## src/rtl/alu_cc_unit.sv

```systemverilog
// Execute stage: registered ALU with an iterative 16-cycle shift-add MUL under Start/Done, plus LC-3 N/Z/P and BEN registers.
// Optional build macro ALU_OVF_FLAG_EN adds the V (overflow) output and widens the MUL accumulator to 32 bits.
module alu_cc_unit (
  input  logic        Clk,
  input  logic        Reset_al,
  input  logic        Start,
  input  logic [2:0]  ALUK,
  input  logic [15:0] A,
  input  logic [15:0] B,
  output logic [15:0] ALU_out,
  output logic        Busy,
  output logic        Done,
  input  logic [15:0] Bus_Data,
  input  logic        LD_CC,
  input  logic [2:0]  IR_nzp,
  input  logic        LD_BEN,
  output logic        N,
  output logic        Z,
  output logic        P,
  output logic        BEN
`ifdef ALU_OVF_FLAG_EN
  ,
  output logic        V
`endif
);

  localparam int MUL_CYCLES = 16;
`ifdef ALU_OVF_FLAG_EN
  localparam int ACC_W = 32;
`else
  localparam int ACC_W = 16;
`endif

  localparam logic [2:0] OP_ADD = 3'b000;
  localparam logic [2:0] OP_AND = 3'b001;
  localparam logic [2:0] OP_NOT = 3'b010;
  localparam logic [2:0] OP_MUL = 3'b100;

  typedef enum logic [1:0] {S_IDLE, S_MUL, S_DONE} state_t;

  state_t             state;
  logic [ACC_W-1:0]   mcand;
  logic [ACC_W-1:0]   acc;
  logic [ACC_W-1:0]   acc_next;
  logic [15:0]        mplr;
  logic [3:0]         cnt;
  logic [15:0]        alu_res;
`ifdef ALU_OVF_FLAG_EN
  logic               alu_v;
`endif

  // Single-cycle ops; unused opcodes 101-111 fall through to PASSA.
  always_comb begin
    alu_res = A;
`ifdef ALU_OVF_FLAG_EN
    alu_v   = 1'b0;
`endif
    case (ALUK)
      OP_ADD: begin
        alu_res = A + B;
`ifdef ALU_OVF_FLAG_EN
        alu_v   = (A[15] == B[15]) && (alu_res[15] != A[15]);
`endif
      end
      OP_AND:  alu_res = A & B;
      OP_NOT:  alu_res = ~A;
      default: alu_res = A;
    endcase
  end

  assign acc_next = mplr[0] ? (acc + mcand) : acc;

  // NOTE: every register below uses non-blocking assignment so all state updates see pre-edge values.
  always_ff @(posedge Clk or negedge Reset_al) begin
    if (!Reset_al) begin
      state   <= S_IDLE;
      ALU_out <= '0;
      Busy    <= 1'b0;
      Done    <= 1'b0;
      mcand   <= '0;
      mplr    <= '0;
      acc     <= '0;
      cnt     <= '0;
`ifdef ALU_OVF_FLAG_EN
      V       <= 1'b0;
`endif
    end else begin
      case (state)
        S_IDLE: begin
          Done <= 1'b0;
          if (Start) begin
            if (ALUK == OP_MUL) begin
              mcand <= ACC_W'(A);
              mplr  <= B;
              acc   <= '0;
              cnt   <= '0;
              Busy  <= 1'b1;
              state <= S_MUL;
            end else begin
              ALU_out <= alu_res;
`ifdef ALU_OVF_FLAG_EN
              V       <= alu_v;
`endif
              Done    <= 1'b1;
              state   <= S_DONE;
            end
          end
        end
        S_MUL: begin
          acc   <= acc_next;
          mcand <= mcand << 1;
          mplr  <= mplr >> 1;
          cnt   <= cnt + 4'd1;
          // Last iteration: publish the final accumulator directly, not the stale register.
          if (cnt == 4'(MUL_CYCLES - 1)) begin
            ALU_out <= acc_next[15:0];
`ifdef ALU_OVF_FLAG_EN
            V       <= |acc_next[31:16];
`endif
            Busy    <= 1'b0;
            Done    <= 1'b1;
            state   <= S_DONE;
          end
        end
        S_DONE: begin
          Done  <= 1'b0;
          state <= S_IDLE;
        end
        default: state <= S_IDLE;
      endcase
    end
  end

  // Condition codes and BEN run regardless of the ALU state; BEN reads the pre-edge N/Z/P.
  always_ff @(posedge Clk or negedge Reset_al) begin
    if (!Reset_al) begin
      N   <= 1'b0;
      Z   <= 1'b0;
      P   <= 1'b0;
      BEN <= 1'b0;
    end else begin
      if (LD_CC) begin
        N <= Bus_Data[15];
        Z <= (Bus_Data == 16'h0000);
        P <= ~Bus_Data[15] & (|Bus_Data);
      end
      if (LD_BEN) begin
        BEN <= |(IR_nzp & {N, Z, P});
      end
    end
  end

endmodule

```

## config.mk

```make
export PLATFORM = sky130hd
export DESIGN_NAME = alu_cc_unit
export DESIGN_NICKNAME = d
export VERILOG_FILES = /design/src/rtl/alu_cc_unit.sv
export SDC_FILE = /design/constraint.sdc
export NUM_CORES = 1
export LEC_CHECK = 0
export BUFFER_PORTS_ARGS = -buffer_cell sky130_fd_sc_hd__buf_4
export CAP_MARGIN = 5
export CORE_MARGIN = 3
export CORE_UTILIZATION = 55
export DETAILED_ROUTE_END_ITERATION = 10
export GPL_TIMING_DRIVEN = 1
export PLACE_DENSITY = 0.84
export SYNTH_ARGS = -nofsm -noshare
export SYNTH_HDL_FRONTEND = slang
export SYNTH_SLANG_ARGS = --single-unit
export TNS_END_PERCENT = 5
```

## constraint.sdc

```tcl
create_clock -name Clk -period 2.9 [get_ports Clk]
set_clock_uncertainty 0.15 [all_clocks]
set_input_delay 0.145 -clock Clk [delete_from_list [all_inputs] [get_ports Clk]]
set_output_delay 0.145 -clock Clk [all_outputs]
set_load 0.1 [all_outputs]
```

==> results of run 1 <==
==> Yosys cell counts (2+ instances only) <==
master / instances
nand2_1: 86
a22oi_1: 4
a21o_1: 6
o21ai_0: 30
nand3_1: 13
nor2b_1: 8
o21a_1: 6
o22ai_1: 7
buf_1: 7
a211o_1: 2
inv_1: 9
o21ai_1: 48
nand2b_1: 6
xnor2_1: 18
a311o_1: 2
o32ai_1: 2
xor2_1: 6
fa_1: 2
mux2i_1: 38
a22o_1: 3
o221ai_1: 6
a21oi_1: 43
clkbuf_1: 26
o22a_1: 7
mux2_2: 10
nor2_1: 48
or3_1: 3
dfrtp_1: 76
nor3_1: 4
nor3b_1: 2
a21boi_0: 2
and4_1: 2
mux2_1: 3
a211oi_1: 4
and3_1: 6
nor4_1: 5
o31ai_1: 3
o21bai_1: 3
a31oi_1: 19
a21boi_1: 2
ha_1: 35
o211ai_1: 9
==> layout by cell type, fill, tap and decap left out, drive strengths merged, types with 13 or more instances in the layout <==
cell	synthesis	routed
a21oi	44	44
ha	35	35
dlygate4sd3	0	36
nand2	87	87
buf	8	92
nand3	13	13
xnor2	18	18
dfrtp	76	76
a31oi	20	20
mux2	14	14
o21ai	78	78
nor2	48	48
mux2i	38	38
==> layout make-up <==
cell class	instances	area share [%]
Multi-Input combinational cell	520	50.65
Sequential cell	76	27.92
Timing Repair Buffer	128	15.43
Tap cell	129	2.369
Clock buffer	10	2.020
Clock inverter	6	1.010
Inverter	11	0.6061
==> tightest hold or removal path, cell delays in order <==
cell and delay [ns]:
buf_4 0.11, a31oi_1 0.07, o21ai_0 0.16
==> worst paths after layout <==
path                                            from                      end  slack (ns)
worst max-delay path            mcand[4]$_DFFE_PN0P_  ALU_out[15]$_DFFE_PN0P_        0.11
worst min-delay path                           Start         Busy$_DFFE_PN0P_        0.03
worst max register to register  mcand[4]$_DFFE_PN0P_  ALU_out[15]$_DFFE_PN0P_        0.11
worst min register to register   mplr[9]$_DFFE_PN0P_      mplr[9]$_DFFE_PN0P_        0.34
max in group asynchronous                   Reset_al      mplr[7]$_DFFE_PN0P_        1.60
min in group asynchronous                   Reset_al       acc[9]$_DFFE_PN0P_        0.32
==> power by group <==
| part | switching [mW] | internal (mW) | leakage [nW] |
|---|---|---|---|
| clock | 0.443 | 0.428 | 0.103 |
| sequential | 0.386 | 1.51 | 0.936 |
| combinational | 2.37 | 1.26 | 1.93 |
| total | 3.20 | 3.20 | 2.97 |
==> metal layers <==
layer | routed length, um | track usage (%) | part of all wire (%) | vias up
li1 | - | - | - | 2575
met1 | 6801 | 37.29 | 43 | 2524
met2 | 7417 | 48.27 | 47 | 238
met3 | 1110 | 5.404 | 7.1 | 38
met4 | 350 | 8.141 | 2.2 | 0
met5 | 0 | 0 | 0 | -
==> registers in the layout, summed over array words and instances, names as in the netlist <==
| name | cells |
|---|---|
| ALU_out | 16 |
| acc | 16 |
| mcand | 16 |
| mplr | 16 |
| cnt | 4 |
| state | 2 |
| BEN | 1 |
| Busy | 1 |
| Done | 1 |
| N | 1 |
| P | 1 |
| Z | 1 |
==> cell families (layout without fill, tap and decap cells) <==
family / Yosys count / count (layout) / synth area share (%)
AOI/OAI and AO/OA: 220 / 220 / 25.09
and+or+nand+nor: 187 / 187 / 14.99
DFF: 76 / 76 / 34.51
muxes: 52 / 52 / 9.832
buffers and inverters: 45 / 155 / 3.088
adders and majority gates: 37 / 37 / 8.674
xor gates and xnor gates: 24 / 24 / 3.815
==> what timing repair did <==
action                                 4_1_cts  5_1_grt
hold buffers                                36        0
setup endpoints to repair                    0        5
resized for setup                            0        3
endpoints found under the hold margin      110        0
==> metrics.cfg, run 1 <==
[run_status]
run_status = complete, no violations

[detailed_routing]
wl_per_cell_um = 17.82
vias = 5375
drt.antenna.violating_nets = 0
drt-vias-per-instance = 6.108
drcViolationCount = 0
first_iter_violations = 394
wl_mm = 15.68
firstDrtPassIters = 5

[placement]
hpwlAfterDp_mm = 11.15
numPortBuffers = 80
dpl_cell_area_mm2 = 0.006237
dp_slack_ns = 0.1897
gp_congestion = 0.9481
dp_cells = 828

[timing]
max-slew-margin-rel_pct = 34.22
hold_violations = 0
fin_crit_sh_pct = 96.11
max_freq_mhz = 358.8
tightest_slew_ns = 0.9867
period_needed_ns = 2.787
finalMaxSlewViolations = 0
finalSetupViolCount = 0
setup_tns_ns = 0
holdWs_ns = 0.02556
rsz0062_at_grt = yes
finalWorstSetupSlack_ns = 0.1129

[yosys]
yosysUniqueCellTypes = 62
syn_area_mm2 = 0.005510
synth_edf_count = 0
syn-instance-count = 641
async_reset_ff_share_pct = 100.0
yosysTopAreaCell = dfrtp_1
synth_area_leaders = dfrtp_1 35%, ha_1 7.9%, mux2i_1 6.9%, nand2_1 5.9%, o21ai_1 4.4%
synth_seq_area_share_pct = 34.51
yosys_most_used_dff = dfrtp_1
netlist.area_leader.share_pct = 34.51
synth_fp_nets = 737
ys_ff_latch = 76
yosysWarnings = 0
synth.avg_cell_area_um2 = 8.596

[floorplan]
start_util_pct = 57.99
rows = 35
die_area_mm2 = 0.01126
die-height_um = 106.1
core_area_mm2 = 0.009503
io_pins = 81
die_w_um = 106.1

[worst_setup_path]
crit_path_end_kind = register
worstPathArrival_ns = 2.91
crit_fanout = 5
worstPathRequired_ns = 3.02
critPathMaxStageDelay_ns = 0.48
crit_cells = 8
worstRegToRegCells = 8
crit_top_cell = o211ai_1
critPathSlowestCell = or4_1
critical_path_buf_inv_count = 0
cp_cell_sequence = ha_1 -> a21oi_1 -> o211ai_1 -> a31oi_2 -> a31oi_1 -> mux2_4 -> or4_1 -> o211ai_1
crit_type = register to register
critPathLaunchType = register
cp_top_family = compound AO/OA/AOI/OAI gates

[power]
power.leakage_nw = 2.971
ir_drop_uv = 500.2
fin_total_pwr_mw = 6.398
p_per_area_mw_per_mm2 = 939.1

[finish]
drive_above_1_share_pct = 17.31
nNetsFinal = 842
multi_input_area_mm2 = 0.003451
ff_latch_area_mm2 = 0.001902
fin_area_mm2 = 0.006813
finalNonFillerCells = 880
fillers = 718
area_growth_pct = 23.64
n_antenna_cell = 0
finish.utilization_pct = 71.69

[worst_hold_path]
hp-class = input port to register
holdPathStages = 3

[clocking]
htree_levels = 3
post_cts_buffers = 0
cts-buffers-inserted = 9
cts_tree = yes
root_buffer = clkbuf_8
clk_pin_slew_ns = 0.09
cts_buffer_depth = 2
clock_latency_ns = 0.36
clock_sinks = 76

[grt]
grt_overflow_total = 0
grt_pass1_wl_mm = 26.13
grt_pass1_vias = 5372
grt.total_usage_pct = 28.50
grt_max_degree = 77
antenna_found_initial = 0

[flow_run]
cap_viol_max_count = 0

(Power assumes the default switching activity.)
==> run 2: changes to the inputs <==
==> constraint.sdc (replaced) <==
create_clock -name Clk -period 2.8 [get_ports Clk]
set_clock_uncertainty 0.15 [all_clocks]
set_input_delay 0.14 -clock Clk [delete_from_list [all_inputs] [get_ports Clk]]
set_output_delay 0.14 -clock Clk [all_outputs]
set_load 0.1 [all_outputs]
==> metrics.cfg, run 2 (same netlist as run 1, synthesis figures left out) <==
[worst_setup_path]
critPathLaunchType = register  ; unchanged
worstPathArrival_ns = 2.86  ; was 2.91 ns
worstPathRequired_ns = 2.93  ; was 3.02 ns
crit_path_end_kind = register  ; unchanged
crit_fanout = 5  ; unchanged
crit_type = register to register  ; unchanged

[timing]
fin_crit_sh_pct = 97.41  ; was 96.11%
setup_tns_ns = 0  ; unchanged
period_needed_ns = 2.727  ; was 2.787 ns
finalWorstSetupSlack_ns = 0.07260  ; was 0.1129 ns
max_freq_mhz = 366.6  ; was 358.8 MHz
finalMaxSlewViolations = 0  ; unchanged
finalSetupViolCount = 0  ; unchanged
hold_violations = 0  ; unchanged
max-slew-margin-rel_pct = 35.11  ; was 34.22%
rsz0062_at_grt = yes  ; unchanged
tightest_slew_ns = 0.9733  ; was 0.9867 ns

[placement]
numPortBuffers = 80  ; unchanged
dp_slack_ns = 0.08471  ; was 0.1897 ns
gp_congestion = 0.9231  ; was 0.9481
hpwlAfterDp_mm = 11.38  ; was 11.15 mm

[clocking]
clock_latency_ns = 0.36  ; about the same
cts_tree = yes  ; unchanged
cts_buffer_depth = 2  ; unchanged
htree_levels = 3  ; unchanged
clock_sinks = 76  ; unchanged
clk_pin_slew_ns = 0.09  ; about the same
root_buffer = clkbuf_8  ; unchanged
cts-buffers-inserted = 9  ; unchanged

[power]
combinationalPowerShare_pct = 55.9  ; was 56.8%
p_switching_mw = 3.315  ; was 3.201 mW
power.leakage_nw = 3.009  ; was 2.971 nW
p_seq_share_pct = 28.8  ; was 29.6%
p_int_mw = 3.495  ; was 3.196 mW
sw_frac_of_total_pct = 48.68  ; was 50.04%
power_frac_clock_pct = 15.3  ; was 13.6%
p_per_area_mw_per_mm2 = 984.5  ; was 939.1 mW/mm^2
ir_drop_uv = 467.0  ; was 500.2 uV

[run_status]
run_status = complete, no violations  ; unchanged

[finish]
fillers = 692  ; was 718
drive_above_1_share_pct = 18.17  ; was 17.31%
n_antenna_cell = 0  ; unchanged
ff_latch_area_mm2 = 0.001903  ; was 0.001902 mm^2
nNetsFinal = 845  ; was 842
final_common_cell = buf_4  ; unchanged
area_growth_pct = 25.52  ; was 23.64%
final_cell_mix = 93 x buf_4, 86 x nand2_1, 75 x dfrtp_1  ; was 92 x buf_4, 86 x nand2_1, 76 x dfrtp_1
multi_input_area_mm2 = 0.003483  ; was 0.003451 mm^2

[detailed_routing]
firstDrtPassIters = 6  ; was 5
drcViolationCount = 0  ; unchanged
drt.antenna.violating_nets = 0  ; unchanged
wl_per_cell_um = 17.81  ; was 17.82 um
vias = 5485  ; was 5375
drt-vias-per-instance = 6.212  ; was 6.108
wl_mm = 15.73  ; was 15.68 mm
first_iter_violations = 477  ; was 394

[floorplan]
die-height_um = 106.1  ; unchanged
core_area_mm2 = 0.009503  ; unchanged
rows = 35  ; unchanged
die_area_mm2 = 0.01126  ; unchanged
die_w_um = 106.1  ; unchanged
io_pins = 81  ; unchanged
start_util_pct = 57.99  ; unchanged

[grt]
grt_pass1_wl_mm = 26.26  ; was 26.13 mm
grt_pass1_vias = 5556  ; was 5372
grt.total_usage_pct = 28.68  ; was 28.50%
grt_overflow_total = 0  ; unchanged
grt_max_degree = 77  ; unchanged
antenna_found_initial = 0  ; unchanged

[worst_hold_path]
hp-class = input port to register  ; unchanged

[flow_run]
cap_viol_max_count = 0  ; unchanged

run 2: power groups by stage:
stage,logic [mW],registers (mW),clock network (mW)
after global routing,4.13,2.02,1.09
after floorplan,1.94,2.73,0
after detailed placement,3.65,1.97,0
after CTS,3.72,1.95,1.04
after global placement,3.54,1.93,0
final,3.81,1.96,1.04
run 2: final timing paths:
kind / from / slack (ns) / cells after the start / to
worst max register to register: mcand[8]$_DFFE_PN0P_ / 0.07 / 8 / ALU_out[15]$_DFFE_PN0P_
worst min register to register: mplr[1]$_DFFE_PN0P_ / 0.34 / 2 / mplr[1]$_DFFE_PN0P_
worst min-delay path: Start / 0.005 / 3 / ALU_out[12]$_DFFE_PN0P_
max in group asynchronous: Reset_al / 1.53 / 2 / mplr[6]$_DFFE_PN0P_
min in group asynchronous: Reset_al / 0.30 / 2 / acc[1]$_DFFE_PN0P_
worst max-delay path: mcand[8]$_DFFE_PN0P_ / 0.07 / 8 / ALU_out[15]$_DFFE_PN0P_
run 2: layer usage:
layer / track usage, % / wire, um / vias up / part of all wire, %
met5: 0 / 0 / - / 0
met4: 11.10 / 436 / 0 / 2.8
met3: 5.404 / 1259 / 48 / 8.0
met2: 49.77 / 7662 / 258 / 49
met1: 35.32 / 6367 / 2599 / 40
li1: - / - / 2580 / -
run 2: timing repair:
action,4_1_cts,5_1_grt
endpoints found under the setup margin,0,2
buffers inserted,0,0
endpoints found under the hold margin,111,0
resized for setup,0,10
hold buffers,37,0
run 2: metrics by stage:
step | std cells | utilization, % | total power, mW | cell area [um^2] | hold slack, ns
final | 883 | 72.78 | 6.810 | 6917 | 0.005490
after global routing | 883 | 72.78 | 7.237 | 6917 | 0.02045
after CTS | 883 | 72.34 | 6.712 | 6874 | 0.004951
after detailed placement | 830 | 65.93 | 5.617 | 6265 | 0.1793
after global placement | 830 | 65.93 | 5.465 | 6265 | 0.1729
after floorplan | 641 | - | 4.668 | 5510 | -0.3056
run 2: cell type report:
class	count	share of cell area (%)
well taps	129	2.334
multi-input cells	520	50.36
inverters	11	0.5970
repair buffers	131	15.74
clock buffers	10	1.845
flip-flops and latches	76	27.51
clock inverters	6	1.610
run 2: worst max-delay path: stages, from the launching register on:
cell and delay [ns]:
dfrtp_1 0.43, ha_1 0.39, a21oi_1 0.22, o21ai_0 0.15, a31oi_2 0.26, a31oi_1 0.14
mux2_4 0.33, or4_1 0.47, o211ai_1 0.09
==> run 3: changes to the inputs <==
--- a/config.mk
+++ b/config.mk
@@ -9,6 +9,7 @@
 export CAP_MARGIN = 5
 export CORE_MARGIN = 3
 export CORE_UTILIZATION = 55
+export CTS_BUF_LIST = sky130_fd_sc_hd__clkbuf_8 sky130_fd_sc_hd__clkbuf_16
 export DETAILED_ROUTE_END_ITERATION = 10
 export GPL_TIMING_DRIVEN = 1
 export PLACE_DENSITY = 0.84
==> constraint.sdc (replaced) <==
create_clock -name Clk -period 3.3 [get_ports Clk]
set_clock_uncertainty 0.15 [all_clocks]
set_input_delay 0.165 -clock Clk [delete_from_list [all_inputs] [get_ports Clk]]
set_output_delay 0.165 -clock Clk [all_outputs]
set_load 0.1 [all_outputs]
==> metrics.cfg, run 3 (same netlist as run 1, synthesis figures left out) <==
[worst_setup_path]
critical_path_buf_inv_count = 0  ; unchanged
cp_cell_sequence = ha_1 -> fa_1 -> a21oi_1 -> o21ai_1 -> a21oi_1 -> mux2i_1 -> o22ai_1 -> a221oi_1 -> o41ai_1  ; was ha_1 -> a21oi_1 -> o21ai_0 -> a31oi_2 -> a31oi_1 -> mux2_4 -> or4_1 -> o211ai_1
crit_top_cell = a21oi_1
crit_fanout = 4  ; was 5
worstPathRequired_ns = 3.38  ; was 2.93 ns
crit_path_end_kind = register  ; unchanged
critPathSlowestCell = dfrtp_1  ; was or4_1
crit_type = register to register  ; unchanged
critPathLaunchType = register  ; unchanged
cp_top_family = compound AO/OA/AOI/OAI gates  ; unchanged
worstPathArrival_ns = 3.02  ; was 2.86 ns
critPathMaxStageDelay_ns = 0.42  ; was 0.47 ns

[detailed_routing]
drcViolationCount = 0  ; unchanged
firstDrtPassIters = 5  ; was 6
wl_mm = 15.40  ; was 15.73 mm
vias = 5287  ; was 5485
first_iter_violations = 380  ; was 477
drt-vias-per-instance = 6.063  ; was 6.212
wl_per_cell_um = 17.65  ; was 17.81 um
drt.antenna.violating_nets = 0  ; unchanged

[clocking]
root_buffer = clkbuf_8  ; unchanged
htree_levels = 3  ; unchanged
cts_buffer_depth = 2  ; unchanged
clock_latency_ns = 0.36  ; about the same
post_cts_resized = 0  ; unchanged
cts_tree = yes  ; unchanged
cts-buffers-inserted = 9  ; unchanged
clk_pin_slew_ns = 0.09  ; about the same
clock_sinks = 76  ; unchanged

[grt]
grt_overflow_total = 0  ; unchanged
top_usage_layer = met2  ; unchanged
globalRouteMet2Util_pct = 48.45  ; was 49.77%
grt_max_degree = 77  ; unchanged
grt.total_usage_pct = 27.94  ; was 28.68%
use_met1_pct = 35.24  ; was 35.32%
grt_pass1_vias = 5253  ; was 5556
grt_pass1_wl_mm = 25.46  ; was 26.26 mm
grt_use_met3_pct = 4.797  ; was 5.404%
antenna_found_initial = 0  ; unchanged

[run_status]
run_status = complete, no violations  ; unchanged

[floorplan]
die_area_mm2 = 0.01126  ; unchanged
rows = 35  ; unchanged
die-height_um = 106.1  ; unchanged
io_pins = 81  ; unchanged
start_util_pct = 57.99  ; unchanged
die_w_um = 106.1  ; unchanged
core_area_mm2 = 0.009503  ; unchanged

[timing]
rsz0062_at_grt = no  ; was yes
setup_tns_ns = 0  ; unchanged
max_freq_mhz = 340.1  ; was 366.6 MHz
finalMaxSlewViolations = 0  ; unchanged
period_needed_ns = 2.940  ; was 2.727 ns
hold_violations = 0  ; unchanged
max-slew-margin-rel_pct = 35.71  ; was 35.11%
fin_crit_sh_pct = 89.09  ; was 97.41%
holdWs_ns = 0.01090  ; was 0.005490 ns
tightest_slew_ns = 0.9644  ; was 0.9733 ns
finalSetupViolCount = 0  ; unchanged

[power]
power.leakage_nw = 2.948  ; was 3.009 nW
ir_drop_uv = 483.6  ; was 467.0 uV
p_per_area_mw_per_mm2 = 828.4  ; was 984.5 mW/mm^2

[finish]
drive_above_1_share_pct = 16.29  ; was 18.17%
area_growth_pct = 22.62  ; was 25.52%
nNetsFinal = 834  ; was 845
fillers = 721  ; was 692
final_common_cell = buf_4  ; unchanged
n_antenna_cell = 0  ; unchanged
final_cell_mix = 87 x buf_4, 86 x nand2_1, 76 x dfrtp_1  ; was 93 x buf_4, 86 x nand2_1, 75 x dfrtp_1

[worst_hold_path]
hp-class = input port to register  ; unchanged

[placement]
numPortBuffers = 80  ; unchanged
gp_congestion = 0.8918  ; was 0.9231
hpwlAfterDp_mm = 10.93  ; was 11.38 mm

[flow_run]
cap_viol_max_count = 0  ; unchanged

run 3: cell types whose count changed in the layout (fill, tap and decap cells not counted), moves of 2 or more:
cell / change
buf_4: -6
dlygate4sd3_1: -4
a21oi_1: +3
a21oi_2: -3
clkinv_4: +2
ha_1: +2
run 3: worst paths after layout:
path                                      startpoint                       to  slack (ns)  cells past startpoint
worst max-delay path            mcand[0]$_DFFE_PN0P_  ALU_out[12]$_DFFE_PN0P_        0.36                      9
worst min-delay path                            B[4]      mplr[4]$_DFFE_PN0P_        0.01                      3
worst max register to register  mcand[0]$_DFFE_PN0P_  ALU_out[12]$_DFFE_PN0P_        0.36                      9
worst min register to register   mplr[3]$_DFFE_PN0P_      mplr[3]$_DFFE_PN0P_        0.34                      2
max in group asynchronous                   Reset_al      mplr[6]$_DFFE_PN0P_        1.99                      2
min in group asynchronous                   Reset_al      acc[13]$_DFFE_PN0P_        0.34                      2
run 3: final cells by class:
class	instances	area (um^2)	area share, %
Inverter	11	41.29	0.6111
Tap cell	129	161.4	2.389
Multi-Input combinational cell	520	3442	50.94
Timing Repair Buffer	120	983.4	14.56
Clock inverter	6	88.84	1.315
Sequential cell	76	1902	28.15
Clock buffer	10	137.6	2.037
run 3: repair_timing:
action | in CTS | in global routing
hold endpoints to repair | 107 | 0
hold buffers | 33 | 0
buffers inserted | 0 | 0
run 3: stage by stage:
stage	cells	instance area [um^2]	utilization, %	total power [mW]	setup WS (ns)
final	872	6756	71.10	5.597	0.3599
after global routing	872	6756	71.10	5.960	0.1361
after CTS	872	6756	71.10	5.574	0.3808
after detailed placement	823	6200	65.24	4.696	0.4043
after global placement	823	6200	65.24	4.597	0.5566
after floorplan	641	5510	-	3.961	0.7663
run 3: report_power, final:
| part | switching, mW | internal [mW] |
|---|---|---|
| Combinational | 2.05 | 1.08 |
| Sequential | 0.313 | 1.32 |
| Clock | 0.383 | 0.447 |
run 3: layer usage:
| layer | wire length, um | part of all wire (%) |
|---|---|---|
| met3 | 1110 | 7.2 |
| met5 | 0 | 0 |
| met4 | 280 | 1.8 |
| met1 | 6405 | 42 |
| met2 | 7599 | 49 |
run 3: worst register-to-register path: stages, from the launching register on:
cell	delay (ns)
dfrtp_1	0.42
ha_1	0.27
fa_1	0.41
a21oi_1	0.30
o21ai_1	0.12
a21oi_1	0.35
mux2i_1	0.25
o22ai_1	0.12
a221oi_1	0.30
o41ai_1	0.12
